File: config.mk
export PLATFORM = sky130hd
export DESIGN_NAME = laser_pkt_responder
export DESIGN_NICKNAME = d
export VERILOG_FILES = /design/src/rtl/laser_pkt_responder.sv
export SDC_FILE = /design/constraint.sdc
export NUM_CORES = 2
export LEC_CHECK = 0
export CAP_MARGIN = 40
export CORE_MARGIN = 1
export CORE_UTILIZATION = 40
export DETAILED_ROUTE_END_ITERATION = 10
export SLEW_MARGIN = 25
export SYNTH_ARGS = -nofsm -noshare
export SYNTH_HDL_FRONTEND = slang
export SYNTH_SLANG_ARGS = --single-unit
File: constraint.sdc
create_clock -name clock -period 4.2 [get_ports clock]
set_input_delay 0.63 -clock clock [delete_from_list [all_inputs] [get_ports clock]]
set_output_delay 0.63 -clock clock [all_outputs]
set_load 0.05 [all_outputs]
File: src/rtl/laser_pkt_responder.sv
// laser_pkt_responder
//   Receive-side protocol engine at the far end of the laser link. Frames
//   START (0xcc, 512 bytes) and STOP (0x55, 6 bytes) packets from the laser
//   receiver and buffers the payload. It forwards the payload to the FTDI
//   write port, then answers over the laser transmitter:
//     ACK  (0x11 x4) after a START packet,
//     DONE (0xaa x2) after a STOP packet,
//     FAIL (0xbb x4) on an inter-byte timeout or a rejected checksum.
//
// Ports
//   clock, reset          system clock, synchronous active-high reset
//   rx_valid, rx_data     1-cycle strobe with a received byte
//   wr_valid, wr_data     payload byte offered to FTDI, held until wr_ready
//   wr_ready              FTDI accepts (transfer on wr_valid & wr_ready)
//   tx_en, tx_data        response byte request, tx_data constant per response
//   tx_done               1-cycle strobe: current response byte has been sent
//   pkt_ok, pkt_fail      1-cycle pulses on the first cycle of a response
//   session_done          sticky after a DONE response, cleared by a START header
//
// Build option
//   LASER_RESP_CHECKSUM_EN: the last packet byte is the XOR of all earlier
//   bytes (header included). A mismatch answers FAIL, and the checksum byte
//   is never forwarded.

module laser_pkt_responder (
   input  logic       clock,
   input  logic       reset,
   input  logic       rx_valid,
   input  logic [7:0] rx_data,
   output logic       wr_valid,
   output logic [7:0] wr_data,
   input  logic       wr_ready,
   output logic       tx_en,
   output logic [7:0] tx_data,
   input  logic       tx_done,
   output logic       pkt_ok,
   output logic       pkt_fail,
   output logic       session_done
);

   localparam logic [9:0] START_LEN = 10'd512;
   localparam logic [9:0] STOP_LEN  = 10'd6;
   localparam logic [9:0] TO_LAST   = 10'd1023;  // 1024 idle cycles, counted from 0
   localparam logic [7:0] HDR_START = 8'hcc;
   localparam logic [7:0] HDR_STOP  = 8'h55;
   localparam logic [7:0] ACK_BYTE  = 8'h11;
   localparam logic [7:0] DONE_BYTE = 8'haa;
   localparam logic [7:0] FAIL_BYTE = 8'hbb;
   localparam logic [1:0] ACK_LAST  = 2'd3;
   localparam logic [1:0] FAIL_LAST = 2'd3;
   localparam logic [1:0] DONE_LAST = 2'd1;
`ifdef LASER_RESP_CHECKSUM_EN
   localparam logic [9:0] TRAILER   = 10'd2;     // header + checksum are not forwarded
`else
   localparam logic [9:0] TRAILER   = 10'd1;     // only the header is not forwarded
`endif

   typedef enum logic [2:0] {
      S_IDLE  = 3'd0,
      S_RECV  = 3'd1,
      S_CHECK = 3'd2,
      S_DRAIN = 3'd3,
      S_RESP  = 3'd4
   } state_t;

   state_t      state_q, state_d;
   logic [9:0]  exp_len_q, exp_len_d;
   logic        is_stop_q, is_stop_d;
   logic [9:0]  byte_ct_q, byte_ct_d;
   logic [9:0]  to_ct_q, to_ct_d;
   logic [8:0]  rd_ptr_q, rd_ptr_d;
   logic [1:0]  resp_ct_q, resp_ct_d;
   logic        wr_valid_q, wr_valid_d;
   logic [7:0]  wr_data_q;
   logic        tx_en_q, tx_en_d;
   logic [7:0]  tx_data_q, tx_data_d;
   logic        pkt_ok_q, pkt_ok_d;
   logic        pkt_fail_q, pkt_fail_d;
   logic        session_done_q, session_done_d;
`ifdef LASER_RESP_CHECKSUM_EN
   logic [7:0]  xor_q, xor_d;
`endif

   logic        mem_we_s;
   logic        mem_re_s;
   logic [8:0]  mem_raddr_s;
   logic [8:0]  mem_waddr_s;
   logic [9:0]  drn_len_s;
   logic [1:0]  resp_last_s;
   logic [7:0]  buf_mem [0:510];

   // byte_ct counts the header as byte 1, so payload byte n lands at n-1.
   assign mem_waddr_s = byte_ct_q[8:0] - 9'd1;
   assign drn_len_s   = exp_len_q - TRAILER;

   // Index of the final byte of the response currently being sent.
   always_comb begin
      case (tx_data_q)
         DONE_BYTE: resp_last_s = DONE_LAST;
         ACK_BYTE:  resp_last_s = ACK_LAST;
         default:   resp_last_s = FAIL_LAST;
      endcase
   end

   // Next-state and next-output logic for the framing/response FSM.
   always_comb begin
      state_d        = state_q;
      exp_len_d      = exp_len_q;
      is_stop_d      = is_stop_q;
      byte_ct_d      = byte_ct_q;
      to_ct_d        = to_ct_q;
      rd_ptr_d       = rd_ptr_q;
      resp_ct_d      = resp_ct_q;
      wr_valid_d     = wr_valid_q;
      tx_en_d        = tx_en_q;
      tx_data_d      = tx_data_q;
      pkt_ok_d       = 1'b0;
      pkt_fail_d     = 1'b0;
      session_done_d = session_done_q;
`ifdef LASER_RESP_CHECKSUM_EN
      xor_d          = xor_q;
`endif
      mem_we_s       = 1'b0;
      mem_re_s       = 1'b0;
      mem_raddr_s    = 9'd0;
      case (state_q)
         S_IDLE: begin
            if (rx_valid && ((rx_data == HDR_START) || (rx_data == HDR_STOP))) begin
               state_d   = S_RECV;
               is_stop_d = (rx_data == HDR_STOP);
               exp_len_d = (rx_data == HDR_STOP) ? STOP_LEN : START_LEN;
               byte_ct_d = 10'd1;
               to_ct_d   = 10'd0;
`ifdef LASER_RESP_CHECKSUM_EN
               xor_d     = rx_data;
`endif
               if (rx_data == HDR_START) begin
                  session_done_d = 1'b0;
               end else begin
                  session_done_d = session_done_q;
               end
            end else begin
               state_d = S_IDLE;
            end
         end
         S_RECV: begin
            // A byte arriving on the timeout cycle still counts.
            if (rx_valid) begin
               mem_we_s  = 1'b1;
               byte_ct_d = byte_ct_q + 10'd1;
               to_ct_d   = 10'd0;
`ifdef LASER_RESP_CHECKSUM_EN
               xor_d     = xor_q ^ rx_data;
`endif
               if ((byte_ct_q + 10'd1) == exp_len_q) begin
                  state_d = S_CHECK;
               end else begin
                  state_d = S_RECV;
               end
            end else if (to_ct_q == TO_LAST) begin
               state_d    = S_RESP;
               tx_en_d    = 1'b1;
               tx_data_d  = FAIL_BYTE;
               resp_ct_d  = 2'd0;
               pkt_fail_d = 1'b1;
            end else begin
               to_ct_d = to_ct_q + 10'd1;
            end
         end
         S_CHECK: begin
`ifdef LASER_RESP_CHECKSUM_EN
            // XOR over all bytes including the checksum is zero when it matches.
            if (xor_q != 8'h00) begin
               state_d    = S_RESP;
               tx_en_d    = 1'b1;
               tx_data_d  = FAIL_BYTE;
               resp_ct_d  = 2'd0;
               pkt_fail_d = 1'b1;
            end else begin
               state_d     = S_DRAIN;
               mem_re_s    = 1'b1;
               mem_raddr_s = 9'd0;
               rd_ptr_d    = 9'd1;
               wr_valid_d  = 1'b1;
            end
`else
            state_d     = S_DRAIN;
            mem_re_s    = 1'b1;
            mem_raddr_s = 9'd0;
            rd_ptr_d    = 9'd1;
            wr_valid_d  = 1'b1;
`endif
         end
         S_DRAIN: begin
            // rd_ptr_q is the number of bytes already loaded into wr_data.
            if (wr_valid_q && wr_ready) begin
               if ({1'b0, rd_ptr_q} == drn_len_s) begin
                  wr_valid_d = 1'b0;
                  state_d    = S_RESP;
                  tx_en_d    = 1'b1;
                  tx_data_d  = is_stop_q ? DONE_BYTE : ACK_BYTE;
                  resp_ct_d  = 2'd0;
                  pkt_ok_d   = 1'b1;
               end else begin
                  mem_re_s    = 1'b1;
                  mem_raddr_s = rd_ptr_q;
                  rd_ptr_d    = rd_ptr_q + 9'd1;
               end
            end else begin
               wr_valid_d = wr_valid_q;
            end
         end
         S_RESP: begin
            if (tx_done) begin
               if (resp_ct_q == resp_last_s) begin
                  state_d   = S_IDLE;
                  tx_en_d   = 1'b0;
                  tx_data_d = 8'h00;
                  if (tx_data_q == DONE_BYTE) begin
                     session_done_d = 1'b1;
                  end else begin
                     session_done_d = session_done_q;
                  end
               end else begin
                  resp_ct_d = resp_ct_q + 2'd1;
               end
            end else begin
               resp_ct_d = resp_ct_q;
            end
         end
         default: begin
            state_d = S_IDLE;
         end
      endcase
   end

   // FSM state and registered outputs.
   always_ff @(posedge clock) begin
      if (reset) begin
         state_q        <= S_IDLE;
         exp_len_q      <= 10'd0;
         is_stop_q      <= 1'b0;
         byte_ct_q      <= 10'd0;
         to_ct_q        <= 10'd0;
         rd_ptr_q       <= 9'd0;
         resp_ct_q      <= 2'd0;
         wr_valid_q     <= 1'b0;
         tx_en_q        <= 1'b0;
         tx_data_q      <= 8'h00;
         pkt_ok_q       <= 1'b0;
         pkt_fail_q     <= 1'b0;
         session_done_q <= 1'b0;
`ifdef LASER_RESP_CHECKSUM_EN
         xor_q          <= 8'h00;
`endif
      end else begin
         state_q        <= state_d;
         exp_len_q      <= exp_len_d;
         is_stop_q      <= is_stop_d;
         byte_ct_q      <= byte_ct_d;
         to_ct_q        <= to_ct_d;
         rd_ptr_q       <= rd_ptr_d;
         resp_ct_q      <= resp_ct_d;
         wr_valid_q     <= wr_valid_d;
         tx_en_q        <= tx_en_d;
         tx_data_q      <= tx_data_d;
         pkt_ok_q       <= pkt_ok_d;
         pkt_fail_q     <= pkt_fail_d;
         session_done_q <= session_done_d;
`ifdef LASER_RESP_CHECKSUM_EN
         xor_q          <= xor_d;
`endif
      end
   end

   // Payload buffer write port; contents need no reset.
   always_ff @(posedge clock) begin
      if (mem_we_s) begin
         buf_mem[mem_waddr_s] <= rx_data;
      end
   end

   // Registered buffer read straight into wr_data, which holds during stalls.
   always_ff @(posedge clock) begin
      if (reset) begin
         wr_data_q <= 8'h00;
      end else if (mem_re_s) begin
         wr_data_q <= buf_mem[mem_raddr_s];
      end
   end

   assign wr_valid     = wr_valid_q;
   assign wr_data      = wr_data_q;
   assign tx_en        = tx_en_q;
   assign tx_data      = tx_data_q;
   assign pkt_ok       = pkt_ok_q;
   assign pkt_fail     = pkt_fail_q;
   assign session_done = session_done_q;

endmodule

== After elaboration in Yosys (flattened, before gate mapping) ==
Memory sizes are Yosys's and may differ from the RTL's. A register that Yosys moved wholly into a read port is not among the register bits.
Index checks and enable logic that the tools add are counted.
Cells by class
  $add $sub $neg: 6
  equality and inequality tests: 25
  bitwise operators: 3
  reductions and logical operators: 19
  mux-type cells: 64
Operator list (count)
  two-way mux 10 bit: 6
  two-way mux 8 bit: 7
  two-way mux 9 bit: 5
  case mux 10 bit (2 select lines): 2
  != test 2 bit (second input constant): 12
  case mux 8 bit (3 select lines): 1
  two-way mux 1 bit: 22
  adder 10 x 1 -> 10 bit (second input constant): 2
  two-way mux 3 bit: 6
  case mux 9 bit (2 select lines): 1
  equality test 8 bit (second input constant): 2
  two-way mux 2 bit: 8
  case mux 3 bit (5 select lines): 1
  AND reduction 7 bit: 2
  AND reduction 3 bit: 4
  equality test 10 bit: 1
  equality test 10 bit (second input constant): 1
  equality test 9 x 10 -> 1 bit: 1
  subtractor 10 x 1 -> 10 bit (second input constant): 1
  adder 9 x 1 -> 9 bit (second input constant): 1
  subtractor 9 x 1 -> 9 bit (second input constant): 1
  equality test 8 x 7 -> 1 bit (second input constant): 1
  equality test 3 x 2 -> 1 bit (second input constant): 2
  != test 3 bit (second input constant): 2
  17 further kinds: 25
Storage, ports and cells
  output and inout bits: 21
  memories kept: 1
  logic and storage cells: 131
  bits in registers: 58
  memory bits (writable): 4088
  bits of input ports: 13
Memories
  buf_mem: words 511, bits a word 8, read ports 1, clocked after memory_dff 1, write ports 1, RTL line 90  | logic [7:0] buf_mem [0:510];

== Longest topological paths before layout ==
  depth in word-level cells: 6
  gate-level depth with buffers: 17
  depth with buffers taken out: 11

== Worst setup path after synthesis ==
Ideal clock, no wire load.
  path type: reg2reg
  start: register byte_ct_q[0]
  end: memory buf_mem[384][0], enable pin
  setup slack: 0.766 ns
  setup time: 0.370 ns
  data required time: 3.830 ns
  data arrival time: 3.064 ns
  stages on the path, launching flop included: 12
  buffers on the path: 2
  period minus slack after synthesis: 3.434 ns
  path through: dfxtp_1 -> inv_1 -> ha_1 -> clkbuf_1 -> nand2_1 -> or3_1 -> or3_1 -> xor2_1 -> nor3_1 -> nand2_1 -> clkbuf_1 -> nor2_1
Between the ends
  cells in the longest elaborated chain, start to end: 1
RTL lines
  from (decl): RTL line 69  | logic [9:0] byte_ct_q, byte_ct_d;
  from (signal assigned): RTL line 260  | byte_ct_q <= byte_ct_d;
  subtractor 9 x 1 -> 9 bit: RTL line 93  | assign mem_waddr_s = byte_ct_q[8:0] - 9'd1;
  to (decl): RTL line 90
Every way passes these cells.

== Worst setup path in the final report ==
  start: register rd_ptr_q[8]
  end: register wr_data_q[0], in the netlist wr_data[0] (read register of buf_mem)
Between the ends
  cells in the longest elaborated chain, start to end: 4
  elaborated cells between the ends (all ways): 7
  those cells by class: eq/ne: 1; mux: 6
RTL lines
  from (decl): RTL line 71  | logic [8:0] rd_ptr_q, rd_ptr_d;
  from (signal assigned): RTL line 262  | rd_ptr_q <= rd_ptr_d;
  equality test 9 x 10 -> 1 bit: RTL line 197  | if ({1'b0, rd_ptr_q} == drn_len_s) begin
  two-way mux 1 bit / two-way mux 9 bit (equally long branches): RTL line 197
  two-way mux 1 bit / two-way mux 9 bit (equally long branches): RTL line 196  | if (wr_valid_q && wr_ready) begin
  case mux 1 bit (2 select lines) / two-way mux 9 bit (equally long branches): RTL line 126  | case (state_q)
  to (decl): RTL line 74  | logic [7:0] wr_data_q;
Parallel ways exist; a longest one is shown, timed or not.
A chain may end at the register's enable or synchronous reset.

==> impl_metrics.env <==
export IMPL_finClkSkew_ps=73.3
export IMPL_synth_compound_area_frac=0.108
export IMPL_grt_use_met1=0.407
export IMPL_drive_gt1_frac=0.233
export IMPL_synth_top_cell_area_share=0.753
export IMPL_synth_cell_types=93
export IMPL_synth_top_area_cell="edfxtp_1"
export IMPL_hold_start="reset"
export IMPL_final_area_mm2=0.200
export IMPL_io_pins=34
export IMPL_fp_dieW_um=640
export IMPL_grt_pass1_wl_um=891000
export IMPL_startpoint_type="register"
export IMPL_crit_path_end_kind="register"
export IMPL_synth_top_family_by_area="compound AO/OA/AOI/OAI gates"
export IMPL_syn_area_mm2=0.163
export IMPL_yosysSeqAreaShare=0.759
export IMPL_drtIter0Drc=19500
export IMPL_clock_sinks=4139
export IMPL_htree_levels=5
export IMPL_grt_usage=0.310
export IMPL_fillCellCount=34100
export IMPL_ir_worst_vdd_v=0.000382
export IMPL_nets=12500
export IMPL_timing_final_ws_setup_ps=-111
export IMPL_final_core_util=0.494
export IMPL_avgViaCountPerCell=6.33
export IMPL_powerDensity_mw_per_mm2=418
export IMPL_clockBufferDepth=4
export IMPL_rsz0062_at_grt="yes"
export IMPL_relSlewSlack=0.106
export IMPL_synth_edf_count=4088
export IMPL_rows=234
export IMPL_busiest_layer="met2"
export IMPL_status="finished with violations"
export IMPL_clkTransAtPathRegs_ps=70
export IMPL_root_buffer="clkbuf_16"
export IMPL_p_total_uw=83700
export IMPL_post_dp_hpwl_um=429000
export IMPL_tritoncts="yes"
export IMPL_grt_pass1_vias=110000
export IMPL_ys_ff_latch=4139
export IMPL_violations="setup timing"
export IMPL_synth_area_per_cell_um2=15.1
export IMPL_rr_startpoint="rd_ptr_q[8]"
export IMPL_syn_inst=10800
export IMPL_grt_use_met3=0.0951
export IMPL_drv_cap=0
export IMPL_synthArstFlopShare=0
export IMPL_min_period_ps=4310
export IMPL_core_area_mm2=0.406
export IMPL_routed_wl_um=652000
export IMPL_synth_area_mux_share=0.0356
export IMPL_synth_xor_area_frac=0.00145
export IMPL_place_area_mm2=0.185
export IMPL_hold_violations=0
export IMPL_tightest_slew_ps=1340
export IMPL_required_ps=5100
export IMPL_cts_buffers=413
export IMPL_slew_viol_final=0
export IMPL_start_util=0.402
export IMPL_clkLatencyLatePin_ps=1020
export IMPL_startpoint="rd_ptr_q[8]"
export IMPL_antenna_found_initial=51
export IMPL_portBuffers=31
export IMPL_routabilityCongestion=0.997
export IMPL_synthAdderAreaFrac=0.000614
export IMPL_crit_fanout=18
export IMPL_final_antenna_net_count=0
export IMPL_hp_class="input port to register"
export IMPL_synthFlopType="edfxtp_1"
export IMPL_period_share=1.03
export IMPL_wire_per_inst_um=35.6
export IMPL_synth_simple_gate_area_share=0.0716
export IMPL_yosys_top_cells_area="edfxtp_1, mux2i_1, nor2_1"
export IMPL_grt_use_met2=0.460
export IMPL_dieArea_mm2=0.410
export IMPL_arrival_ps=5210
export IMPL_drcViolationCount=0
export IMPL_grt_ovfl_total=0
export IMPL_fmaxAchievable_mhz=232
export IMPL_setup_viol=6
export IMPL_firstDrtPassIters=6
export IMPL_vias=116000
export IMPL_leakagePower_uw=0.0655
export IMPL_grt_max_degree=176
export IMPL_critPathKind="register to register"
export IMPL_yosys_warnings=0
export IMPL_area_growth_pct=22.9
export IMPL_fp_dieH_um=640
==> power breakdown <==
group	internal, µW	switching [µW]	leakage, µW
Sequential	45400	0.330	0.0371
Combinational	105	840	0.0218
Clock	21100	16300	0.00652
Total	66600	17100	0.0655
==> cell usage after synthesis (all sizes together) (46+ instances only) <==
| master | n |
|---|---|
| nand3 | 256 |
| a211oi | 215 |
| mux2i | 459 |
| a221oi | 75 |
| a31oi | 147 |
| o22a | 72 |
| o22ai | 356 |
| nor2 | 1061 |
| and3 | 81 |
| nor4 | 46 |
| a221o | 54 |
| edfxtp | 4088 |
| clkbuf | 360 |
| a21oi | 398 |
| o211ai | 106 |
| nand2 | 878 |
| buf | 471 |
| dfxtp | 51 |
| a2111oi | 47 |
| nor3 | 184 |
| mux2 | 85 |
| o21ai | 303 |
| nand4 | 77 |
| o221ai | 299 |
==> per-stage QoR <==
step                setup slack, ps  hold slack (ps)  instances  TNS (ps)
floorplan                       766              449      10800         0
global placement              -1470              457      17400    -17000
detailed placement            -1170              468      17500     -7340
CTS                           -26.0             13.6      18200     -26.0
global route                  -37.0             70.5      18300     -60.3
finish                         -111             84.1      18300      -342
==> state kept, by name, indices dropped and copies added, names as in the netlist, 2 cells and up <==
name       flops
to_ct_q       10
buf_mem     4088
wr_data        8
rd_ptr_q       9
exp_len_q      2
tx_data        2
byte_ct_q     10
state_q        3
resp_ct_q      2
==> cell families after synthesis <==
family / Yosys count
multiplexers: 555
buffers and inverters: 855
other: 1
flip-flops: 4139
AO/OA/AOI/OAI: 2487
XOR/XNOR: 27
adder cells (fa/ha/maj): 8
AND/OR/NAND/NOR: 2698
==> cell usage in the layout (no fill, tap or decap), types with 85 or more instances in the layout <==
cell and n:
edfxtp_1 4088, buf_4 1818, nor2_1 1050, nand2_1 870, mux2i_1 457, clkbuf_16 420, a21oi_1 395, o22ai_1 352
o221ai_1 297, o21ai_0 293, buf_12 240, nand3_1 229, a211oi_1 209, nor3_1 168, a31oi_1 144, o211ai_1 106
clkinv_1 93, mux2_2 85
==> per-layer routing <==
layer | vias to the layer above | part of all wire
met1 | 58600 | 0.36
li1 | 46300 | -
met3 | 1766 | 0.14
met4 | 38 | 0.065
met2 | 9395 | 0.43
met5 | - | 0.00041
==> worst paths after layout <==
path | end | slack, ps | cells after the start
hold / removal | tx_data[5] | 80 | 2
hold reg to reg | tx_en | 480 | 2
setup / recovery | wr_data[0] | -110 | 15
setup reg to reg | wr_data[0] | -110 | 15
==> worst max-delay path: stages (launching register included) <==
cell and delay, ps:
dfxtp_1 470, nand3b_4 130, buf_4 170, o31a_1 420, nand2_4 160, buf_12 170
buf_12 190, buf_12 210, nor2_1 90, buf_4 180, o211ai_1 290, nand4_1 350
buf_4 260, a211oi_4 250, nand4_1 490, a211oi_2 330
==> final cells by class <==
cell class / count / area (µm²) / area share
Antenna cell: 43 / 108 / 0.000537
Multi-Input combinational cell: 5777 / 36300 / 0.181
Tap cell: 5428 / 6790 / 0.0339
Timing Repair Buffer: 2146 / 19700 / 0.0986
Clock buffer: 500 / 10800 / 0.0538
Sequential cell: 4139 / 124000 / 0.618
Clock inverter: 261 / 2690 / 0.0135
Inverter: 24 / 92.6 / 0.000462
==> what timing repair did <==
action / 4_1_cts / 5_1_grt
endpoints found under the hold margin: 30 / 0
resized for setup: 56 / 77
setup endpoints to repair: 8 / 18
setup buffers: 16 / 18
pin swaps: 9 / 29
hold buffers: 5 / 0
gates cloned: 2 / 3
(Power assumes the default switching activity.)
